$ cat src/rtl/pipeline_mem_stage_pkg.sv
// Shared encodings for the MEM stage: funct3 access widths and the access FSM states.
package pipeline_mem_stage_pkg;

    localparam logic [2:0] F3_B  = 3'b000;
    localparam logic [2:0] F3_H  = 3'b001;
    localparam logic [2:0] F3_W  = 3'b010;
    localparam logic [2:0] F3_BU = 3'b100;
    localparam logic [2:0] F3_HU = 3'b101;

    typedef enum logic [1:0] {
        ST_IDLE = 2'd0,
        ST_REQ  = 2'd1,
        ST_WAIT = 2'd2,
        ST_DONE = 2'd3
    } mem_state_e;

    // Halfwords need an even address, words a 4-byte aligned one; bytes never fault.
    function automatic logic is_misaligned(input logic [2:0] f3, input logic [1:0] off);
        logic r;
        r = 1'b0;
        case (f3)
            F3_H, F3_HU: r = off[0];
            F3_W:        r = |off;
            default:     r = 1'b0;
        endcase
        return r;
    endfunction

endpackage

$ cat src/rtl/pipeline_mem_stage_align.sv
// Byte-lane steering: store strobes/replicated data from the live instruction,
// load field extraction and sign/zero extension from the returned word.
module pipeline_mem_stage_align
    import pipeline_mem_stage_pkg::*;
(
    input  logic [2:0]  st_f3,
    input  logic [1:0]  st_off,
    input  logic [31:0] rs2,
    output logic [3:0]  wstrb,
    output logic [31:0] wdata,
    input  logic [2:0]  ld_f3,
    input  logic [1:0]  ld_off,
    input  logic [31:0] rdata,
    output logic [31:0] ld_data
);

    logic [7:0]  byte_sel;
    logic [15:0] half_sel;

    always_comb begin
        wstrb = 4'b1111;
        wdata = rs2;
        case (st_f3)
            F3_B, F3_BU: begin
                wstrb = 4'b0001 << st_off;
                wdata = {4{rs2[7:0]}};
            end
            F3_H, F3_HU: begin
                wstrb = 4'b0011 << {st_off[1], 1'b0};
                wdata = {2{rs2[15:0]}};
            end
            default: ;
        endcase
    end

    assign byte_sel = rdata[{ld_off, 3'b000} +: 8];
    assign half_sel = rdata[{ld_off[1], 4'b0000} +: 16];

    always_comb begin
        ld_data = rdata;
        case (ld_f3)
            F3_B:    ld_data = {{24{byte_sel[7]}}, byte_sel};
            F3_H:    ld_data = {{16{half_sel[15]}}, half_sel};
            F3_BU:   ld_data = {24'd0, byte_sel};
            F3_HU:   ld_data = {16'd0, half_sel};
            default: ld_data = rdata;
        endcase
    end

endmodule

$ cat src/rtl/pipeline_mem_stage.sv
// MEM stage: runs one data-memory access per instruction over a valid/ready port,
// stalling upstream until it completes, and resolves the branch decision.
module pipeline_mem_stage
    import pipeline_mem_stage_pkg::*;
#(
    parameter int ADDR_W = 32,
    parameter int DATA_W = 32
) (
    input  logic                clk,
    input  logic                rst,
    input  logic                valid_in_MEM,
    input  logic [ADDR_W-1:0]   ALU_out_in_MEM,
    input  logic [DATA_W-1:0]   Rs2_in_MEM,
    input  logic                MemRead_in_MEM,
    input  logic                MemWrite_in_MEM,
    input  logic [2:0]          funct3_in_MEM,
    input  logic                Branch_in_MEM,
    input  logic                zero_in_MEM,
    output logic                PCSrc_out_MEM,
    output logic                stall_out_MEM,
    output logic                valid_out_MEM,
    output logic [DATA_W-1:0]   Data_out_MEM,
    output logic [ADDR_W-1:0]   ALU_out_out_MEM,
    output logic                misalign_out_MEM,
    output logic                dmem_req_valid,
    input  logic                dmem_req_ready,
    output logic [ADDR_W-1:0]   dmem_addr,
    output logic                dmem_we,
    output logic [DATA_W/8-1:0] dmem_wstrb,
    output logic [DATA_W-1:0]   dmem_wdata,
    input  logic                dmem_rsp_valid,
    input  logic [DATA_W-1:0]   dmem_rdata
);

    mem_state_e state, state_nxt;

    logic                mem_op, misaligned, mem_go;
    logic [ADDR_W-1:0]   addr_q;
    logic [DATA_W-1:0]   wdata_q, data_q, wdata_c, ld_data;
    logic [DATA_W/8-1:0] wstrb_q, wstrb_c;
    logic                we_q;
    logic [2:0]          f3_q;
    logic [1:0]          off_q;

    assign mem_op     = valid_in_MEM & (MemRead_in_MEM | MemWrite_in_MEM);
    assign misaligned = is_misaligned(funct3_in_MEM, ALU_out_in_MEM[1:0]);
    assign mem_go     = mem_op & ~misaligned;

    pipeline_mem_stage_align u_align (
        .st_f3   (funct3_in_MEM),
        .st_off  (ALU_out_in_MEM[1:0]),
        .rs2     (Rs2_in_MEM),
        .wstrb   (wstrb_c),
        .wdata   (wdata_c),
        .ld_f3   (f3_q),
        .ld_off  (off_q),
        .rdata   (dmem_rdata),
        .ld_data (ld_data)
    );

    always_ff @(posedge clk) begin
        if (rst) state <= ST_IDLE;
        else     state <= state_nxt;
    end

    always_comb begin
        state_nxt = state;
        case (state)
            ST_IDLE: if (mem_go)         state_nxt = ST_REQ;
            ST_REQ:  if (dmem_req_ready) state_nxt = we_q ? ST_DONE : ST_WAIT;
            ST_WAIT: if (dmem_rsp_valid) state_nxt = ST_DONE;
            ST_DONE:                     state_nxt = ST_IDLE;
            default:                     state_nxt = ST_IDLE;
        endcase
    end

    // Request payload is captured once in IDLE so it stays stable across a stalled REQ.
    always_ff @(posedge clk) begin
        if (rst) begin
            addr_q  <= '0;
            wdata_q <= '0;
            wstrb_q <= '0;
            we_q    <= 1'b0;
            f3_q    <= '0;
            off_q   <= '0;
            data_q  <= '0;
        end else begin
            if (state == ST_IDLE && mem_go) begin
                addr_q  <= {ALU_out_in_MEM[ADDR_W-1:2], 2'b00};
                wdata_q <= MemWrite_in_MEM ? wdata_c : '0;
                wstrb_q <= MemWrite_in_MEM ? wstrb_c : '0;
                we_q    <= MemWrite_in_MEM;
                f3_q    <= funct3_in_MEM;
                off_q   <= ALU_out_in_MEM[1:0];
            end
            if (state == ST_WAIT && dmem_rsp_valid)
                data_q <= ld_data;
        end
    end

    assign dmem_req_valid   = (state == ST_REQ);
    assign dmem_addr        = addr_q;
    assign dmem_we          = we_q;
    assign dmem_wstrb       = wstrb_q;
    assign dmem_wdata       = wdata_q;

    assign stall_out_MEM    = mem_go & (state != ST_DONE);
    // Non-memory and faulting instructions flow straight through without waiting.
    assign valid_out_MEM    = (state == ST_DONE) | (valid_in_MEM & ~mem_go);
    assign misalign_out_MEM = mem_op & misaligned;
    assign PCSrc_out_MEM    = valid_in_MEM & Branch_in_MEM & zero_in_MEM;
    assign Data_out_MEM     = data_q;
    assign ALU_out_out_MEM  = ALU_out_in_MEM;

endmodule

$ cat config.mk
export PLATFORM = sky130hd
export DESIGN_NAME = pipeline_mem_stage
export DESIGN_NICKNAME = d
export VERILOG_FILES = /design/src/rtl/pipeline_mem_stage_pkg.sv /design/src/rtl/pipeline_mem_stage_align.sv /design/src/rtl/pipeline_mem_stage.sv
export SDC_FILE = /design/constraint.sdc
export NUM_CORES = 1
export LEC_CHECK = 0
export CAP_MARGIN = 20
export CORE_ASPECT_RATIO = 0.75
export CORE_MARGIN = 2
export CORE_UTILIZATION = 42
export DETAILED_ROUTE_END_ITERATION = 7
export PLACE_DENSITY = 0.8
export RECOVER_POWER = 25
export SYNTH_ARGS = -nofsm -noshare
export SYNTH_HDL_FRONTEND = slang
export SYNTH_HIERARCHICAL = 1
export SYNTH_SLANG_ARGS = --single-unit
$ cat constraint.sdc
create_clock -name clk -period 1.99 [get_ports clk]
set_clock_uncertainty 0.05 [all_clocks]
set_input_delay 0.199 -clock clk [delete_from_list [all_inputs] [get_ports clk]]
set_output_delay 0.199 -clock clk [all_outputs]
set_load 0.1 [all_outputs]
Word-level counts from Yosys, hierarchy flattened
Index checks and enable logic that the tools add are counted.
{"block": "word_totals", "reg_bits": 106, "inputBits": 108, "out_inout_bits": 138}
{"block": "classes", "n_eq_ne": 14, "shifts": 4, "mux": 11, "bitwise_logic": 11, "reduce_logical": 9}
{"op": "$pmux 32 s4", "count": 1}
{"op": "$pmux 32 s2", "count": 1}
{"op": "$mux 32", "count": 1}
{"op": "$shiftx 32x6->16", "count": 1}
{"op": "$shiftx 32x6->8", "count": 1}
{"op": "$eq 3x3->1 const B", "count": 4}
{"op": "$pmux 2 s4", "count": 1}
{"op": "$pmux 4 s2", "count": 1}
{"op": "$and 1x1->1", "count": 7}
{"op": "$eq 3x1->1 const B", "count": 2}
{"op": "$logic_not 3->1", "count": 2}
{"op": "$mux 2", "count": 3}
{"op": "$ne 2x2->1 const B", "count": 3}
{"op": "$reduce_or 2->1", "count": 3}
{"op": "$eq 2x2->1 const B", "count": 2}
{"op": "$mux 4", "count": 1}
{"op": "$shl 1x2->4 const A", "count": 1}
{"op": "$shl 2x2->4 const A", "count": 1}
{"op": "$eq 3x2->1 const B", "count": 1}
{"op": "$reduce_and 3->1", "count": 1}
{"op": "$eq 2x1->1 const B", "count": 1}
{"op": "$logic_and 1x1->1", "count": 2}
{"op": "$logic_not 2->1", "count": 1}
{"op": "$ne 2x1->1 const B", "count": 1}
{"op": "other kinds (4)", "count": 6}

Logic depth before layout (Yosys ltp)
Gate-level depths: netlist (run 1).
{"block": "logic_depth", "ltp_word": 8, "depth_mapped": 7, "mapped_depth_nobuf": 6}

Cells and area by module
Netlist (run 1), hierarchy kept.
{"mod": "pipeline_mem_stage", "n_inst": 1, "cells_each": 524, "area_per_inst_um2": 4146.5}
{"mod": "pipeline_mem_stage_align", "n_inst": 1, "cells_each": 182, "area_per_inst_um2": 1378.8}

Worst setup path after synthesis (run 1)
Ideal clock, no wire load.
{"block": "synth_timing", "path_type": "input to output", "start": "in ALU_out_in_MEM[1]", "end": "out stall_out_MEM", "arrival_time_ps": 2000, "t_required_ps": 1741, "setup_slack_ps": -259, "stages": 4, "n_path_buf": 0, "cell_sequence": "or2_1 > a31oi_2 > nand2_1 > nor2_1"}
{"block": "synth_between", "elab_chain_cells": 5}
{"item": "start: declaration", "line": "pipeline_mem_stage.sv:12", "rtl": "input logic [ADDR_W-1:0] ALU_out_in_MEM,"}
{"item": "$reduce_or 2->1", "line": "pipeline_mem_stage_pkg.sv:23", "rtl": "F3_W: r = |off;"}
{"item": "$pmux 1 s2", "line": "pipeline_mem_stage_pkg.sv:21", "rtl": "case (f3)"}
{"item": "$not 1->1", "line": "pipeline_mem_stage.sv:47", "rtl": "assign mem_go = mem_op & ~misaligned;"}
{"item": "$and 1x1->1", "line": "pipeline_mem_stage.sv:47"}
{"item": "$and 1x1->1", "line": "pipeline_mem_stage.sv:107", "rtl": "assign stall_out_MEM = mem_go & (state != ST_DONE);"}
{"item": "end: declaration", "line": "pipeline_mem_stage.sv:20", "rtl": "output logic stall_out_MEM,"}
Every way passes these cells.

Final worst setup path (run 1)
{"block": "layout_timing", "start": "in ALU_out_in_MEM[1]", "end": "out valid_out_MEM"}
{"block": "layout_between", "elab_chain_cells": 7}
{"item": "$reduce_or 2->1", "line": "pipeline_mem_stage_pkg.sv:23"}
{"item": "$pmux 1 s2", "line": "pipeline_mem_stage_pkg.sv:21"}
{"item": "$not 1->1", "line": "pipeline_mem_stage.sv:47"}
{"item": "$and 1x1->1", "line": "pipeline_mem_stage.sv:47"}
{"item": "$not 1->1", "line": "pipeline_mem_stage.sv:109", "rtl": "assign valid_out_MEM = (state == ST_DONE) | (valid_in_MEM & ~mem_go);"}
{"item": "$and 1x1->1", "line": "pipeline_mem_stage.sv:109"}
{"item": "$or 1x1->1", "line": "pipeline_mem_stage.sv:109"}
{"item": "end: declaration", "line": "pipeline_mem_stage.sv:21", "rtl": "output logic valid_out_MEM,"}
Every way passes these cells.

==> results of run 1 <==
==> layout make-up <==
class	instances	area share
sequential	106	0.2655
inverter	13	0.006105
clock buffer	12	0.03084
clock inverter	4	0.006418
multi-input combinational	492	0.3461
timing repair buffer	275	0.3183
tap	171	0.02677
==> flip-flops by register name, summed over array words and instances, names as in the netlist <==
| name | cells |
|---|---|
| Data_out_MEM | 32 |
| dmem_addr | 30 |
| dmem_wdata | 32 |
| dmem_we | 1 |
| dmem_wstrb | 4 |
| f3_q | 3 |
| off_q | 2 |
| state | 2 |
==> power groups by stage <==
stage          registers, mW  logic, mW  clock network, mW
2_1_floorplan           3.88       1.73                  0
3_3_place_gp            2.54       4.13                  0
3_5_place_dp            2.54       4.15                  0
4_1_cts                 2.50       4.16               1.84
5_1_grt                 2.53       4.26               1.91
6_report                2.49       4.03               1.80
==> what timing repair did <==
action	4_1_cts	5_1_grt
setup endpoints to repair	1	2
gates resized for setup	1	2
buffers inserted	0	2
pin swaps	1	3
==> synthesized netlist by cell type, types with 6 or more instances <==
cell / number
nand2_2: 6
nand2_1: 201
a21oi_1: 121
a22oi_1: 17
a221oi_2: 7
clkbuf_1: 34
inv_1: 12
nand3_1: 37
dfxtp_1: 106
and2b_1: 6
buf_4: 48
buf_6: 9
o21ai_0: 10
mux2_2: 17
mux2i_1: 8
==> path summary, 6_finish.rpt <==
kind	endpoint	slack, ns	cells after the start
setup reg to reg	Data_out_MEM[8]	0.30	6
setup / recovery	valid_out_MEM	0.07	7
hold reg to reg	dmem_addr[4]	0.40	2
hold / removal	off_q[0]	0.26	4
==> layout by cell type, fill, tap and decap left out, drive strengths merged, types with 2 or more instances in the layout <==
| cell type | netlist | layout |
|---|---|---|
| a22oi | 18 | 18 |
| mux2 | 19 | 19 |
| clkbuf | 34 | 44 |
| ha | 5 | 5 |
| and2b | 6 | 6 |
| a21boi | 2 | 2 |
| o211ai | 9 | 9 |
| nand3 | 37 | 37 |
| inv | 13 | 13 |
| clkdlybuf4s50 | 0 | 103 |
| dlygate4sd3 | 0 | 2 |
| mux2i | 8 | 8 |
| nor2 | 4 | 4 |
| o21bai | 2 | 2 |
| buf | 62 | 111 |
| a211oi | 8 | 8 |
| a221oi | 7 | 7 |
| conb | 1 | 2 |
| and3 | 2 | 2 |
| nor2b | 5 | 5 |
| dfxtp | 106 | 106 |
| o21ai | 10 | 10 |
| clkinv | 0 | 2 |
| a21o | 3 | 3 |
| dlymetal6s2s | 0 | 27 |
| nor3b | 4 | 4 |
| nand2 | 207 | 207 |
| nor4b | 2 | 2 |
| a21oi | 121 | 121 |
| nor3 | 2 | 2 |
==> metal layers <==
metal  vias up  part of all wire
li1       2727                 -
met1      2511              0.42
met2       202              0.47
met3        11              0.10
met4         0            0.0064
met5         -                 0
==> critical path: stages <==
cell	delay (ns)
clkdlybuf4s50_1	0.42
or2_1	0.26
a31oi_4	0.20
buf_4	0.15
nand2_2	0.07
a21o_1	0.20
buf_12	0.17
==> through the flow <==
stage / cells / power [mW] / utilization
3_3_place_gp: 1055 / 6.663 / 0.6173
5_1_grt: 1073 / 8.698 / 0.6183
6_report: 1073 / 8.325 / 0.6183
3_5_place_dp: 1055 / 6.695 / 0.6173
4_1_cts: 1071 / 8.504 / 0.6410
2_1_floorplan: 707 / 5.607 / -
==> logic make-up after synthesis <==
family | synth area share
compound gates | 0.2104
fa+ha+maj | 0.01132
buf+inv | 0.1200
flops | 0.3841
mux | 0.05457
other cells | 0.0006787
simple gates | 0.2190
==> summary.txt, run 1 <==
Detailed routing
  • DR pass1 iterations: 5
  • Drt via density: 5.080
  • WL/cell: around 16 µm
  • Detail Route Antenna Nets: 0
  • # DRC: 0
  • Vias: 5451
  • Routed WL: 16910 µm
  • Detailed Route Iter0 Violations: approximately 300

Critical path
  • Crit Path Max Fanout: 3
  • Crit Path Class: in2out
  • Crit. End Element: primary output
  • Reg-to-Reg Start: off_q[0]
  • CP arrival: about 1.7 ns
  • Critical Path Source Type: input pin
  • Crit path launch: ALU_out_in_MEM[1]
  • Crit path required time: approximately 1.7 ns

Synthesis
  • Post-synth top area cell: dfxtp_1
  • EDFF count, synth: 0
  • Synth unique cells: 46
  • Post-Syn Area per Cell: 7.826 µm²
  • FFs w/ async S/R, synth: 0
  • YS warnings: 6
  • Top post-synthesis cells by area: dfxtp_1, nand2_1, a21oi_1
  • Post-Synthesis Cells: 706
  • Most used DFF post-synth: dfxtp_1
  • Post-synthesis sequential area ratio: 0.3841
  • Area of the mapped netlist: between 5000 and 6000 µm²
  • Yosys reg bits: between 100 and 150
  • Top cell type's share of synthesized area: 0.3841

Floorplan
  • Core Rows: 36
  • Initial core utilization: 0.4274
  • I/O pin cnt: around 250
  • Die Area: 14100 µm²
  • Core Region: ~13000 µm²
  • Die H: 103.3 µm
  • Die Width: 136.4 µm

Placed design
  • Worst slack, placed: -0.1098 ns
  • Hpwl dp: 12450 µm
  • Final RePlAce weighted congestion: between 0.8 and 0.9
  • I/O Buffers: 243
  • Placement Cell Area: 7980 µm²

Clock network
  • CTS sink cnt: between 100 and 150
  • Clk Latency, worst-skew pair: approximately 0.34 ns
  • Root cell of the clock tree: clkbuf_16
  • Hold-fix buffers, CTS: 0
  • CTS clock-pin slew for the worst setup and hold paths: approximately 0.06 ns
  • Clk buf depth: 2
  • TritonCTS buffer count: 9
  • H-tree lvl count: 3
  • CTS tree: done

Global routing
  • Met1 usage: 0.2941
  • First-pass GRT wire length: approximately 26000 µm
  • Largest net degree at the start of global routing: 48
  • GRT Overall Usage: 0.2308
  • Initial antenna violation count: 0
  • Remaining Overflow, GRT: 0
  • Global routing met3 resource utilization: 0.08285
  • Grt peak-use layer: met2
  • Vias in the first global route: about 4900
  • GRT met2 Usage: 0.3846

Power and ir drop
  • Cell internal pwr: 4.479 mW
  • Switch Pwr: between 3 and 4 mW
  • Power share of the clock group: 0.216
  • Pleak: ~3.4 nW
  • Comb power frac: 0.484
  • Sequential share of power: 0.300
  • Maximum VDD drop: approximately 0.00058 V
  • Switch share: 0.4619
  • Pwr per Cell Area: around 1000 nW/µm²

Cells and area
  • Area delta synth->final: 44.66%
  • Layout fillers: about 1200
  • Multi-input logic area: ~2800 µm²
  • Final Cell Area: around 8000 µm²
  • Nets@finish: 1010
  • Ant. Diodes: 0
  • Layout cells sized above 1: 0.2295
  • Storage cell area: ~2100 µm²

Timing
  • Period utilization: 0.9628
  • Unrepaired setup endpoints after global routing: no
  • Worst hold slack: between 0.2 and 0.3 ns
  • Max Slew Vio Count: 0
  • Transition time at the pin with the least slew margin: 1.184 ns
  • Fmax: approximately 520 MHz
  • Setup_tns: 0 ns
  • Hold Vio Cnt, Final: 0
  • Final setup vio count: 0
  • Final WS setup: around 0.074 ns
  • Normalized max-slew margin: 0.2144
  • Final min period: ~1.9 ns

Hold path
  • Hold crit path type: in2reg
  • Hold_sp: ALU_out_in_MEM[0]

Run
  • Maxcap violations: 0

Run status
  • Outcome: complete, no violations
Note: power is estimated with default switching activity, not from simulation.
==> run 2: changes to the inputs <==
==> constraint.sdc (replaced) <==
create_clock -name clk -period 1.99 [get_ports clk]
set_clock_uncertainty 0.05 [all_clocks]
set_input_delay 0.398 -clock clk [delete_from_list [all_inputs] [get_ports clk]]
set_output_delay 0.398 -clock clk [all_outputs]
set_load 0.1 [all_outputs]
==> run 2 against run 1 <==
Hold slack improved by 0.12 ns. Sequential power is essentially flat. Register-to-register slack worse by 0.02 ns. Clock-buffer cell count decreased by 1. Largest cell class unchanged. Highest routed layer unchanged.
==> summary.txt, run 2 (synthesis gave the netlist of run 1 again) <==
Run status
  • Outcome: complete, no violations (unchanged)

Floorplan
  • Core Region: 12930 µm² (unchanged)
  • Initial core utilization: 0.4274 (unchanged)
  • Die Width: 136.4 µm (unchanged)
  • Die Area: 14100 µm² (unchanged)
  • Core Rows: 36 (unchanged)
  • I/O pin cnt: 246 (unchanged)
  • Die H: 103.3 µm (unchanged)

Global routing
  • Initial antenna violation count: 0 (unchanged)
  • GRT Overall Usage: 0.2315 (was 0.2308)
  • Vias in the first global route: 5046 (was 4940)
  • First-pass GRT wire length: 25730 µm (was 25760 µm)
  • Remaining Overflow, GRT: 0 (unchanged)
  • Largest net degree at the start of global routing: 59 (was 48)

Critical path
  • CP arrival: 1.52 ns (was 1.67 ns)
  • Worst Path Buf+Inv: 2 (was 3)
  • CP Cell Sequence: clkdlybuf4s50_1 > o21a_2 > nand2_4 > a21o_1 > buf_12 (was clkdlybuf4s50_1 > or2_1 > a31oi_4 > buf_4 > nand2_2 > a21o_1 > buf_12)
  • Crit Path Max Fanout: 3 (unchanged)
  • Critical Path Source Type: input pin (unchanged)
  • Critical Path Max Stage Delay: 0.48 ns (was 0.42 ns)
  • R2r endpoint: Data_out_MEM[3] (was Data_out_MEM[8])
  • Crit-path slowest cell: clkdlybuf4s50_1 (unchanged)
  • R2R cell count: 5 (was 6)
  • Crit. End Element: primary output (unchanged)
  • Reg-to-Reg Start: off_q[1] (was off_q[0])
  • Worst reg2reg setup slack: 0.28 ns (was 0.30 ns)
  • Worst path depth: 5 (was 7)
  • Top cell family by delay on the critical path: buffers and inverters (unchanged)
  • Crit path required time: 1.54 ns (was 1.74 ns)
  • Crit Path Class: in2out (unchanged)

Cells and area
  • Multi-input logic area: 2776 µm² (was 2766 µm²)
  • Nets@finish: 1011 (was 1010)
  • Ant. Diodes: 0 (unchanged)
  • Area delta synth->final: 48.37% (was 44.66%)
  • Layout fillers: 1126 (was 1189)
  • Storage cell area: 2122 µm² (unchanged)
  • Layout cells sized above 1: 0.2680 (was 0.2295)
  • Commonest non-fill, non-tap cell in the layout: nand2_1 (unchanged)
  • Most frequent cells in the layout: nand2_1, a21oi_1, dfxtp_1, clkdlybuf4s50_1, buf_4 (unchanged)
  • Fin util: 0.6341 (was 0.6183)

Clock network
  • Clk buf depth: 2 (unchanged)
  • CTS clock-pin slew for the worst setup and hold paths: 0.08 ns (was 0.06 ns)
  • H-tree lvl count: 3 (unchanged)
  • Clk Latency, worst-skew pair: 0.34 ns (about the same)
  • Hold-fix buffers, CTS: 0 (unchanged)
  • CTS sink cnt: 106 (unchanged)
  • CTS tree: done (unchanged)
  • TritonCTS buffer count: 9 (unchanged)
  • Root cell of the clock tree: clkbuf_16 (unchanged)

Detailed routing
  • WL/cell: 15.77 µm (was 15.76 µm)
  • Detailed Route Iter0 Violations: 395 (was 296)
  • DR pass1 iterations: 5 (unchanged)
  • Routed WL: 16940 µm (was 16910 µm)
  • # DRC: 0 (unchanged)
  • Vias: 5565 (was 5451)
  • Drt via density: 5.182 (was 5.080)
  • Detail Route Antenna Nets: 0 (unchanged)

Power and ir drop
  • Cell internal pwr: 4.557 mW (was 4.479 mW)
  • Sequential share of power: 0.295 (was 0.300)
  • Pleak: 3.335 nW (was 3.420 nW)
  • Power share of the clock group: 0.217 (was 0.216)
  • Switch share: 0.4608 (was 0.4619)
  • Pwr per Cell Area: 1031 nW/µm² (was 1042 nW/µm²)
  • Comb power frac: 0.488 (was 0.484)
  • Switch Pwr: 3.894 mW (was 3.845 mW)
  • Pwr Total: 8.452 mW (was 8.325 mW)
  • Maximum VDD drop: 0.0007132 V (was 0.0005807 V)

Run
  • Maxcap violations: 0 (unchanged)

Timing
  • Normalized max-slew margin: 0.5539 (was 0.2144)
  • Final setup vio count: 0 (unchanged)
  • Setup_tns: 0 ns (unchanged)
  • Hold Vio Cnt, Final: 0 (unchanged)
  • Transition time at the pin with the least slew margin: 0.6692 ns (was 1.184 ns)
  • Period utilization: 0.9869 (was 0.9628)
  • Unrepaired setup endpoints after global routing: no (unchanged)
  • Worst hold slack: 0.3804 ns (was 0.2577 ns)
  • Final min period: 1.964 ns (was 1.916 ns)
  • Fmax: 509.2 MHz (was 521.9 MHz)
  • Max Slew Vio Count: 0 (unchanged)

Hold path
  • Hold Path End: off_q[0] (unchanged)
  • Hold crit path type: in2reg (unchanged)
  • Hold Path Cell Cnt: 4 (unchanged)
  • Hold_sp: ALU_out_in_MEM[0] (unchanged)

Placed design
  • I/O Buffers: 243 (unchanged)
  • Hpwl dp: 12720 µm (was 12450 µm)
  • Final RePlAce weighted congestion: 0.8312 (was 0.8076)
## run 2: routing by layer
layer | up-vias | track usage | part of all wire
met5 | - | 0 | 0
met4 | 0 | 0.05288 | 0.013
met3 | 22 | 0.08674 | 0.099
met2 | 215 | 0.3823 | 0.47
met1 | 2590 | 0.2903 | 0.42
li1 | 2738 | - | -
## run 2: through the flow
stage / cell area, µm² / setup slack [ns] / instances
floorplan: 5534 / -0.2286 / 707
global placement: 8088 / -0.3751 / 1056
detailed placement: 8088 / -0.3988 / 1056
CTS: 8412 / 0.005212 / 1074
global route: 8198 / 0.003457 / 1074
finish: 8198 / 0.02614 / 1074
## run 2: repair_timing
action,in CTS,in global routing
pin swaps,6,5
gates resized for setup,18,7
buffers inserted,2,0
endpoints found under the hold margin,0,0
setup endpoints to repair,26,4
## run 2: how the worst max path moves through the flow
stage / startpoint / endpoint / slack [ns]
2_1_floorplan: ALU_out_in_MEM[1] / stall_out_MEM / -0.23
3_3_place_gp: ALU_out_in_MEM[1] / stall_out_MEM / -0.38
3_5_place_dp: ALU_out_in_MEM[0] / stall_out_MEM / -0.40
4_1_cts: MemWrite_in_MEM / valid_out_MEM / 0.005
5_1_grt: ALU_out_in_MEM[1] / valid_out_MEM / 0.003
6_report: MemWrite_in_MEM / valid_out_MEM / 0.03
## run 2: worst min-delay path: cells and delay by family
family	cells	cell delay, ns
AO/OA/AOI/OAI	1	0.10
buffers and inverters	2	0.19
AND/OR/NAND/NOR	1	0.05
## run 2: power groups by stage
stage          clock network, mW  registers (mW)  logic [mW]
2_1_floorplan                  0            3.88        1.73
3_3_place_gp                   0            2.54        4.18
3_5_place_dp                   0            2.55        4.22
4_1_cts                     1.87            2.50        4.23
5_1_grt                     1.96            2.52        4.35
6_report                    1.83            2.49        4.13
## run 2: final cells by class
class                   instances  area share
multi-input cells             492      0.3387
flip-flops and latches        106      0.2589
clock buffers                  11     0.02961
well taps                     171     0.02610
clock inverters                 5    0.007631
repair buffers                276      0.3332
inverters                      13    0.005952
